<file path="config.mk">
export PLATFORM = sky130hd
export DESIGN_NAME = daco_controller
export DESIGN_NICKNAME = d
export VERILOG_FILES = /design/src/rtl/daco_controller_pkg.sv /design/src/rtl/daco_sync_fifo.sv /design/src/rtl/daco_controller.sv
export SDC_FILE = /design/constraint.sdc
export NUM_CORES = 1
export LEC_CHECK = 0
export CAP_MARGIN = 20
export CELL_PAD_IN_SITES_DETAIL_PLACEMENT = 1
export CELL_PAD_IN_SITES_GLOBAL_PLACEMENT = 2
export CORE_MARGIN = 4
export CORE_UTILIZATION = 40
export DETAILED_ROUTE_END_ITERATION = 6
export GPL_TIMING_DRIVEN = 0
export MAX_ROUTING_LAYER = met4
export PLACE_DENSITY = 0.82
export SLEW_MARGIN = 10
export SYNTH_ARGS = -nofsm -noshare
export SYNTH_HDL_FRONTEND = slang
export SYNTH_HIERARCHICAL = 1
export SYNTH_SLANG_ARGS = --single-unit
</file>
<file path="constraint.sdc">
create_clock -name clk -period 12.5 [get_ports clk]
set_clock_uncertainty 0.1 [all_clocks]
set_input_delay 3.75 -clock clk [delete_from_list [all_inputs] [get_ports clk]]
set_output_delay 3.75 -clock clk [all_outputs]
set_load 0.01 [all_outputs]
</file>
<file path="src/rtl/daco_controller_pkg.sv">
// Shared definitions for the DaCO host-side controller.
// Packet layout: [63] valid, [62:61] dst_x, [60:59] dst_y, [58:56] opcode,
// [55:0] payload. Also holds the issue FSM state encoding and a packet builder.
package daco_controller_pkg;

    localparam int PACKET_W   = 64;
    localparam int VALID_BIT  = 63;
    localparam int DST_X_LSB  = 61;
    localparam int DST_Y_LSB  = 59;
    localparam int OPCODE_LSB = 56;
    localparam int PAYLOAD_W  = 56;

    typedef enum logic [1:0] {
        ST_IDLE     = 2'd0,
        ST_SEND     = 2'd1,
        ST_WAIT_ACK = 2'd2
    } state_t;

    function automatic logic [PACKET_W-1:0] make_pkt(
        input logic [1:0]           dst_x,
        input logic [1:0]           dst_y,
        input logic [2:0]           opcode,
        input logic [PAYLOAD_W-1:0] payload
    );
        logic [PACKET_W-1:0] p;
        p                    = '0;
        p[VALID_BIT]         = 1'b1;
        p[DST_X_LSB +: 2]    = dst_x;
        p[DST_Y_LSB +: 2]    = dst_y;
        p[OPCODE_LSB +: 3]   = opcode;
        p[PAYLOAD_W-1:0]     = payload;
        return p;
    endfunction

endpackage

</file>
<file path="src/rtl/daco_sync_fifo.sv">
// Synchronous FIFO, power-of-two depth.
// Ports: clk, rst (async active-low), wr_en/wr_data, full, rd_en/rd_data, empty.
// A write while full is accepted when a read happens in the same cycle.
// rd_data shows the head combinationally and reads 0 while empty.
module daco_sync_fifo #(
    parameter int WIDTH = 64,
    parameter int DEPTH = 8
) (
    input  logic             clk,
    input  logic             rst,
    input  logic             wr_en,
    input  logic [WIDTH-1:0] wr_data,
    output logic             full,
    input  logic             rd_en,
    output logic [WIDTH-1:0] rd_data,
    output logic             empty
);
    localparam int AW = $clog2(DEPTH);

    logic [DEPTH-1:0][WIDTH-1:0] mem;
    logic [AW-1:0]               wr_ptr, rd_ptr;
    logic [AW:0]                 count;
    logic                        do_wr, do_rd;

    assign empty   = (count == '0);
    assign full    = (count == (AW+1)'(DEPTH));
    assign do_rd   = rd_en && !empty;
    assign do_wr   = wr_en && (!full || do_rd);
    assign rd_data = empty ? '0 : mem[rd_ptr];

    always_ff @(posedge clk) begin
        if (do_wr) mem[wr_ptr] <= wr_data;
    end

    always_ff @(posedge clk or negedge rst) begin
        if (!rst) begin
            wr_ptr <= '0;
            rd_ptr <= '0;
            count  <= '0;
        end else begin
            if (do_wr) wr_ptr <= wr_ptr + 1'b1;
            if (do_rd) rd_ptr <= rd_ptr + 1'b1;
            case ({do_wr, do_rd})
                2'b10:   count <= count + 1'b1;
                2'b01:   count <= count - 1'b1;
                default: count <= count;
            endcase
        end
    end

endmodule

</file>
<file path="src/rtl/daco_controller.sv">
// Host-side issuer for the DaCO overlay array.
// Ports: clk, rst (async active-low); cmd_* host command stream in;
// res_* result stream out to host; controller2daco / daco2controller /
// ack2controller overlay link; busy, err_drop, drop_cnt, ovf_cnt status;
// clr_err clears the sticky status.
// Commands are sent one at a time as a single-cycle valid pulse and re-sent
// on ack timeout; after MAX_RETRY re-sends the command is dropped.
module daco_controller
    import daco_controller_pkg::*;
#(
    parameter int PKT_W       = PACKET_W,
    parameter int CMD_DEPTH   = 8,
    parameter int RES_DEPTH   = 8,
    parameter int ACK_TIMEOUT = 32,
    parameter int MAX_RETRY   = 3
) (
    input  logic             clk,
    input  logic             rst,
    input  logic [PKT_W-1:0] cmd_data,
    input  logic             cmd_valid,
    output logic             cmd_ready,
    output logic [PKT_W-1:0] res_data,
    output logic             res_valid,
    input  logic             res_ready,
    output logic [PKT_W-1:0] controller2daco,
    input  logic [PKT_W-1:0] daco2controller,
    input  logic             ack2controller,
    output logic             busy,
    output logic             err_drop,
    output logic [7:0]       drop_cnt,
    output logic [7:0]       ovf_cnt,
    input  logic             clr_err
);
    localparam int TW = $clog2(ACK_TIMEOUT);
    localparam int RW = (MAX_RETRY < 1) ? 1 : $clog2(MAX_RETRY + 1);

    state_t           state_q, state_d;
    logic [TW-1:0]    timer_q;
    logic [RW-1:0]    retry_q;
    logic             ready_en;   // holds cmd_ready low until the first edge after reset
    logic             cmd_full, cmd_empty, cmd_pop, cmd_push;
    logic [PKT_W-1:0] cmd_head;
    logic             res_full, res_empty, res_pop, res_push;
    logic             timeout, retry_left, drop_evt, ovf_evt;

    assign cmd_ready  = ready_en && !cmd_full;
    assign cmd_push   = cmd_valid && cmd_ready;
    assign res_valid  = !res_empty;
    assign res_pop    = res_valid && res_ready;
    assign res_push   = daco2controller[PKT_W-1];
    assign ovf_evt    = res_push && res_full && !res_pop;
    assign busy       = (state_q != ST_IDLE) || !cmd_empty;
    assign timeout    = (timer_q == TW'(ACK_TIMEOUT - 1));
    assign retry_left = (retry_q < RW'(MAX_RETRY));

    daco_sync_fifo #(.WIDTH(PKT_W), .DEPTH(CMD_DEPTH)) u_cmd_fifo (
        .clk(clk), .rst(rst),
        .wr_en(cmd_push), .wr_data(cmd_data), .full(cmd_full),
        .rd_en(cmd_pop), .rd_data(cmd_head), .empty(cmd_empty)
    );

    daco_sync_fifo #(.WIDTH(PKT_W), .DEPTH(RES_DEPTH)) u_res_fifo (
        .clk(clk), .rst(rst),
        .wr_en(res_push), .wr_data(daco2controller), .full(res_full),
        .rd_en(res_pop), .rd_data(res_data), .empty(res_empty)
    );

    // Ack is checked before timeout so a coincident ack wins.
    always_comb begin
        state_d  = state_q;
        cmd_pop  = 1'b0;
        drop_evt = 1'b0;
        case (state_q)
            ST_IDLE:     if (!cmd_empty) state_d = ST_SEND;
            ST_SEND:     state_d = ST_WAIT_ACK;
            ST_WAIT_ACK: begin
                if (ack2controller) begin
                    cmd_pop = 1'b1;
                    state_d = ST_IDLE;
                end else if (timeout) begin
                    if (retry_left) begin
                        state_d = ST_SEND;
                    end else begin
                        cmd_pop  = 1'b1;
                        drop_evt = 1'b1;
                        state_d  = ST_IDLE;
                    end
                end
            end
            default:     state_d = ST_IDLE;
        endcase
    end

    always_ff @(posedge clk or negedge rst) begin
        if (!rst) begin
            state_q         <= ST_IDLE;
            timer_q         <= '0;
            retry_q         <= '0;
            ready_en        <= 1'b0;
            controller2daco <= '0;
            err_drop        <= 1'b0;
            drop_cnt        <= '0;
            ovf_cnt         <= '0;
        end else begin
            state_q  <= state_d;
            ready_en <= 1'b1;
            timer_q  <= (state_q == ST_WAIT_ACK) ? timer_q + 1'b1 : '0;

            if (cmd_pop)
                retry_q <= '0;
            else if (state_q == ST_WAIT_ACK && state_d == ST_SEND)
                retry_q <= retry_q + 1'b1;

            // Loaded on entry to SEND, so the pulse lasts exactly the SEND cycle.
            controller2daco <= (state_d == ST_SEND) ? (cmd_head | {1'b1, {(PKT_W-1){1'b0}}}) : '0;

            // A coincident event beats clr_err: the counter restarts at 1.
            if (drop_evt) begin
                err_drop <= 1'b1;
                drop_cnt <= clr_err ? 8'd1 : ((drop_cnt == 8'hFF) ? drop_cnt : drop_cnt + 8'd1);
            end else if (clr_err) begin
                err_drop <= 1'b0;
                drop_cnt <= '0;
            end

            if (ovf_evt)
                ovf_cnt <= clr_err ? 8'd1 : ((ovf_cnt == 8'hFF) ? ovf_cnt : ovf_cnt + 8'd1);
            else if (clr_err)
                ovf_cnt <= '0;
        end
    end

endmodule
</file>
==> impl_metrics.env, run 1 <==
export IMPL_yosysWarnings=6
export IMPL_met2_usage_pct=33.9
export IMPL_vias=21762
export IMPL_grt_pass1_vias=24001
export IMPL_dieArea_um2=114000
export IMPL_port_buffers=280
export IMPL_post_drt_wl_per_cell_um=26.8
export IMPL_irDropWorstVdd_uv=158
export IMPL_grt_pass1_wl_mm=161
export IMPL_hold_viol=0
export IMPL_cts_hold_buffers=0
export IMPL_cts_resized=0
export IMPL_crit_slowest_cell="clkdlybuf4s50_1"
export IMPL_synth_cells=2022
export IMPL_overflow=0
export IMPL_rsz0062_at_grt="no"
export IMPL_core_area_um2=107000
export IMPL_vias_per_cell=5.36
export IMPL_syn_area_um2=43300
export IMPL_setup_ws_ns=5.11
export IMPL_finalCritPeriodShare_pct=59.1
export IMPL_grt_antenna_before_repair=19
export IMPL_status="finished, final reports clean"
export IMPL_arrival_ns=3.54
export IMPL_grt_total_usage_pct=19.9
export IMPL_cts_buffers_inserted=115
export IMPL_tns_ns=0
export IMPL_drive_gt1_share_pct=24.5
export IMPL_path_cells="clkbuf_1, buf_2, mux4_2, mux2i_1, nor2_1, clkdlybuf4s50_1"
export IMPL_hold_class="reg2reg"
export IMPL_io_pins=282
export IMPL_min_period_ns=7.39
export IMPL_start_util_pct=40.4
export IMPL_grt_busiest_layer="met2"
export IMPL_cts_root_buf="clkbuf_16"
export IMPL_area_growth_pct=22.8
export IMPL_htreeDepth=3
export IMPL_relSlewSlack_pct=34.1
export IMPL_worstMarginPinSlew_ns=0.989
export IMPL_num_rows=120
export IMPL_routabilityCongestion=0.756
export IMPL_max_freq_ghz=0.135
export IMPL_setup_viol=0
export IMPL_power_leakage_nw=18.0
export IMPL_clkLatencyLatePin_ns=0.71
export IMPL_use_met1_pct=24.3
export IMPL_nNetsFinal=2690
export IMPL_dr_pass1_iters=5
export IMPL_hpwl_mm=72.7
export IMPL_cts_tree="done"
export IMPL_drcViolationCount=0
export IMPL_die_w_um=337
export IMPL_final_antenna_net_count=0
export IMPL_clk_pin_slew_ns=0.06
export IMPL_slew_viol_final=0
export IMPL_nFillCells=9764
export IMPL_synth_nets=2171
export IMPL_routed_wl_mm=109
export IMPL_max_stage_delay_ns=0.70
export IMPL_postCtsSetupBuffers=0
export IMPL_max_cap_violations=0
export IMPL_worst_setup_path_type="reg2out"
export IMPL_drtIter0Drc=1711
export IMPL_avgSynthCellArea_um2=21.4
export IMPL_cp_start_kind="flip-flop"
export IMPL_cts_sinks=1127
export IMPL_critPathMaxFanout=10
export IMPL_gr_usage_met3_pct=4.31
export IMPL_clock_path_buffers=3
export IMPL_critical_path_required_ns=8.65
export IMPL_dieHeight_um=337
export IMPL_pre_cts_slack_ns=5.17
export IMPL_power_density_nw_per_um2=228
export IMPL_end_kind="output port"
export IMPL_grt_max_degree=57
## power breakdown
group          internal [mW]  switching (mW)
Sequential              4.61           0.173
Clock                   1.95            1.43
Combinational           1.92            2.07
Total                   8.47            3.67
## critical path: cells and delay by family, from the launching register on
kind	cells	cell delay (ns)
buffers and inverters	3	1.72
flip-flops	1	0.49
multiplexers	2	0.53
AND/OR/NAND/NOR	1	0.06
## placed cells by master (no fill, tap or decap), types with 16 or more instances in the layout
master           instances
buf_6                   47
edfxtp_1              1016
clkdlybuf4s50_1        279
and2_1                  66
mux4_2                 254
clkbuf_1                60
buf_4                   84
mux2i_1                128
dfrtp_1                111
clkinv_2                19
buf_2                   41
nand2_1                 18
diode_2                 20
clkinv_1                16
nor2_1                 147
clkbuf_16              117
## layer usage
layer	wire, µm	share of wire (%)
met4	2180	2.0
met2	57000	52
met3	7010	6.4
met5	0	0
met1	42700	39
## worst paths after layout
kind | startpoint | end | slack, ns | cells past startpoint
setup / recovery | u_res_fifo/rd_ptr[1]$_DFFE_PN0N_ | res_data[62] | 5.11 | 6
hold / removal | timer_q[0]$_DFF_PN0_ | timer_q[0]$_DFF_PN0_ | 0.37 | 1
setup reg to reg | u_res_fifo/count[1]$_DFFE_PN0P_ | u_res_fifo/mem[144]$_DFFE_PP_ | 8.39 | 11
hold reg to reg | timer_q[0]$_DFF_PN0_ | timer_q[0]$_DFF_PN0_ | 0.37 | 1
max in group asynchronous | rst | u_res_fifo/wr_ptr[1]$_DFFE_PN0P_ | 8.61 | 2
min in group asynchronous | rst | controller2daco[36]$_DFF_PN0_ | 2.93 | 1
## metrics by stage
| stage | hold slack, ns | std cells | power, mW | util, % | area, µm² |
|---|---|---|---|---|---|
| after floorplan | 0.333 | 2022 | 7.19 | - | 43300 |
| after global placement | 0.346 | 3705 | 8.69 | 44.6 | 47900 |
| after detailed placement | 0.367 | 3827 | 8.88 | 46.1 | 49400 |
| after CTS | 0.375 | 4043 | 12.3 | 49.6 | 53100 |
| after global routing | 0.400 | 4062 | 12.7 | 49.6 | 53200 |
| final | 0.366 | 4063 | 12.1 | 49.6 | 53200 |
## final cells by class
type                    instances  area [µm²]  share of cell area (%)
repair buffers                402        4240                    7.98
multi-input cells             782        9440                    17.8
diodes                         20        50.0                  0.0941
clock inverters                55         583                    1.10
plain buffers                  99         609                    1.15
well taps                    1403        1760                    3.30
flip-flops and latches       1127       33300                    62.6
inverters                      14        57.6                   0.108
clock buffers                 161        3140                    5.91
## sequential cells by signal, indices dropped and copies added, names as in the netlist, 4 cells and up
register and flops:
u_res_fifo/mem 512, drop_cnt 8, u_res_fifo/count 4, timer_q 5
u_cmd_fifo/count 4, controller2daco 64, u_cmd_fifo/mem 504, ovf_cnt 8
(Power assumes the default switching activity.)
==> run 2: changes to the inputs <==
--- a/config.mk
+++ b/config.mk
@@ -13,7 +13,7 @@
 export DETAILED_ROUTE_END_ITERATION = 6
 export GPL_TIMING_DRIVEN = 0
 export MAX_ROUTING_LAYER = met4
-export PLACE_DENSITY = 0.82
+export PLACE_DENSITY = 0.85
 export SLEW_MARGIN = 10
 export SYNTH_ARGS = -nofsm -noshare
 export SYNTH_HDL_FRONTEND = slang
==> constraint.sdc (replaced) <==
create_clock -name clk -period 6.38 [get_ports clk]
set_clock_uncertainty 0.1 [all_clocks]
set_input_delay 1.914 -clock clk [delete_from_list [all_inputs] [get_ports clk]]
set_output_delay 1.914 -clock clk [all_outputs]
set_load 0.01 [all_outputs]
==> impl_metrics.env, run 2 (same netlist as run 1, synthesis figures left out) <==
export IMPL_drtIter0Drc=1723
export IMPL_final_common_cell="edfxtp_1"
export IMPL_core_area_um2=107000
export IMPL_r2r_start="u_res_fifo/count[1]$_DFFE_PN0P_"
export IMPL_clock_path_buffers=3
export IMPL_hpwl_mm=73.0
export IMPL_worstReg2RegEnd="u_res_fifo/mem[76]$_DFFE_PP_"
export IMPL_total_power_mw=23.7
export IMPL_clkLatencyLatePin_ns=0.69
export IMPL_ff2ff_path_depth=14
export IMPL_reg_top3="u_res_fifo/mem: 512 flops, u_cmd_fifo/mem: 504 flops, controller2daco: 64 flops"
export IMPL_place_inst=3798
export IMPL_worst_setup_path_type="reg2out"
export IMPL_overflow=0
export IMPL_start_util_pct=40.4
export IMPL_path_buf_inv=3
export IMPL_htreeDepth=3
export IMPL_cp_start_kind="flip-flop"
export IMPL_finalCritPeriodShare_pct=85.0
export IMPL_crit_slowest_cell="clkbuf_1"
export IMPL_nNetsFinal=2657
export IMPL_setup_viol=0
export IMPL_largest_register="u_res_fifo/mem"
export IMPL_max_cap_violations=0
export IMPL_cts_tree="done"
export IMPL_irDropWorstVdd_uv=269
export IMPL_pwr_share_comb_pct=33.3
export IMPL_critPathMaxFanout=10
export IMPL_status="finished, final reports clean"
export IMPL_arrival_ns=3.41
export IMPL_cts_sinks=1127
export IMPL_num_rows=120
export IMPL_rsz0062_at_grt="no"
export IMPL_dr_pass1_iters=5
export IMPL_slew_viol_final=0
export IMPL_cts_hold_buffers=0
export IMPL_r2r_setup_slack_ns=2.07
export IMPL_layout_common_cells="edfxtp_1 (1016), clkdlybuf4s50_1 (279), mux4_2 (254)"
export IMPL_worstHoldEndpoint="timer_q[0]$_DFF_PN0_"
export IMPL_final_cell_count_no_fill=4035
export IMPL_max_stage_delay_ns=0.57
export IMPL_cts_resized=0
export IMPL_grt_total_usage_pct=20.1
export IMPL_p_switching_mw=7.25
export IMPL_cts_root_buf="clkbuf_16"
export IMPL_grt_max_degree=57
export IMPL_seq_power_share_pct=39.8
export IMPL_grt_antenna_before_repair=28
export IMPL_drive_gt1_share_pct=23.6
export IMPL_tns_ns=0
export IMPL_worstMarginPinSlew_ns=0.995
export IMPL_vias=21886
export IMPL_final_antenna_net_count=0
export IMPL_routed_wl_mm=111
export IMPL_path_delay_family="buffers and inverters"
export IMPL_post_drt_wl_per_cell_um=27.5
export IMPL_drcViolationCount=0
export IMPL_fin_hold_ws_ns=0.372
export IMPL_whs_path_depth=1
export IMPL_max_freq_ghz=0.184
export IMPL_place_area_um2=49500
export IMPL_dieHeight_um=337
export IMPL_power_frac_clock_pct=26.9
export IMPL_grt_pass1_vias=24153
export IMPL_hold_viol=0
export IMPL_min_from="timer_q[0]$_DFF_PN0_"
export IMPL_area_growth_pct=22.8
export IMPL_port_buffers=280
export IMPL_vias_per_cell=5.42
export IMPL_postCtsSetupBuffers=0
export IMPL_power_density_nw_per_um2=445
export IMPL_end_kind="output port"
export IMPL_nFillCells=9721
export IMPL_cts_buffers_inserted=111
export IMPL_die_w_um=337
export IMPL_hold_class="reg2reg"
export IMPL_routabilityCongestion=0.740
export IMPL_relSlewSlack_pct=33.7
export IMPL_min_period_ns=5.42
export IMPL_power_leakage_nw=17.9
export IMPL_dieArea_um2=114000
export IMPL_path_cells="clkbuf_1, buf_2, mux4_2, mux2i_1, nor2_1, clkdlybuf4s50_1"
export IMPL_p_sw_share_pct=30.6
export IMPL_io_pins=282
export IMPL_grt_pass1_wl_mm=163
export IMPL_fin_area_um2=53100
export IMPL_intPower_mw=16.4
export IMPL_largest_reg_flops=512
export IMPL_critical_path_required_ns=4.37
export IMPL_clk_pin_slew_ns=0.06
==> run 2: cell types whose count changed in the layout (fill, tap and decap cells not counted), sizes merged <==
| cell | before | now |
|---|---|---|
| bufinv | 9 | 5 |
| clkbuf | 182 | 179 |
| clkinvlp | 2 | 3 |
| buf | 201 | 172 |
| clkinv | 40 | 45 |
| diode | 20 | 26 |
| inv | 18 | 14 |
==> run 2: power by group through the flow <==
stage | combinational [mW] | clock, mW | sequential, mW
CTS | 8.03 | 6.52 | 9.42
finish | 7.89 | 6.37 | 9.41
global route | 8.43 | 6.88 | 9.47
global placement | 7.33 | 0 | 9.63
detailed placement | 7.91 | 0 | 9.55
floorplan | 4.54 | 0 | 9.53
==> run 2: worst register-to-register path, delay by kind of cell (launching register included) <==
kind / cells / cell delay [ns]
DFF: 1 / 0.38
AOI/OAI and AO/OA: 1 / 0.13
buffers and inverters: 8 / 1.73
and+or+nand+nor: 5 / 1.67
==> run 2: routing by layer <==
metal / global-route usage [%] / up-vias / part of all wire (%)
met5: - / - / 0
met2: 34.2 / 767 / 52
met3: 4.50 / 181 / 6.9
li1: - / 9207 / -
met1: 24.4 / 11731 / 38
met4: 5.67 / 0 / 2.3
==> run 2: final cells by class <==
cell class | instances | area (µm²) | share of cell area (%)
antenna | 26 | 65.1 | 0.122
buffer | 99 | 609 | 1.15
clock buffer | 158 | 3120 | 5.87
clock inverter | 53 | 473 | 0.890
inverter | 14 | 57.6 | 0.108
multi-input combinational | 782 | 9490 | 17.9
sequential | 1127 | 33300 | 62.6
tap | 1403 | 1760 | 3.30
timing repair buffer | 373 | 4290 | 8.08
==> run 2: worst max-delay path by stage <==
stage	startpoint	to	slack [ns]	depth (start not counted)
after floorplan	res_ready	u_res_fifo/mem[100]$_DFFE_PP_	-1.33	5
after global placement	res_ready	u_res_fifo/mem[349]$_DFFE_PP_	-7.27	6
after detailed placement	res_ready	u_res_fifo/mem[74]$_DFFE_PP_	0.57	11
after CTS	u_res_fifo/rd_ptr[1]$_DFFE_PN0N_	res_data[3]	0.89	6
after global routing	u_res_fifo/rd_ptr[1]$_DFFE_PN0N_	res_data[61]	0.81	6
final	u_res_fifo/rd_ptr[1]$_DFFE_PN0N_	res_data[3]	0.96	6
==> run 2: through the flow <==
step | util (%) | setup slack, ns
after floorplan | - | -1.33
after global routing | 49.6 | 0.810
after global placement | 44.7 | -7.27
final | 49.6 | 0.958
after detailed placement | 46.2 | 0.567
after CTS | 49.5 | 0.891
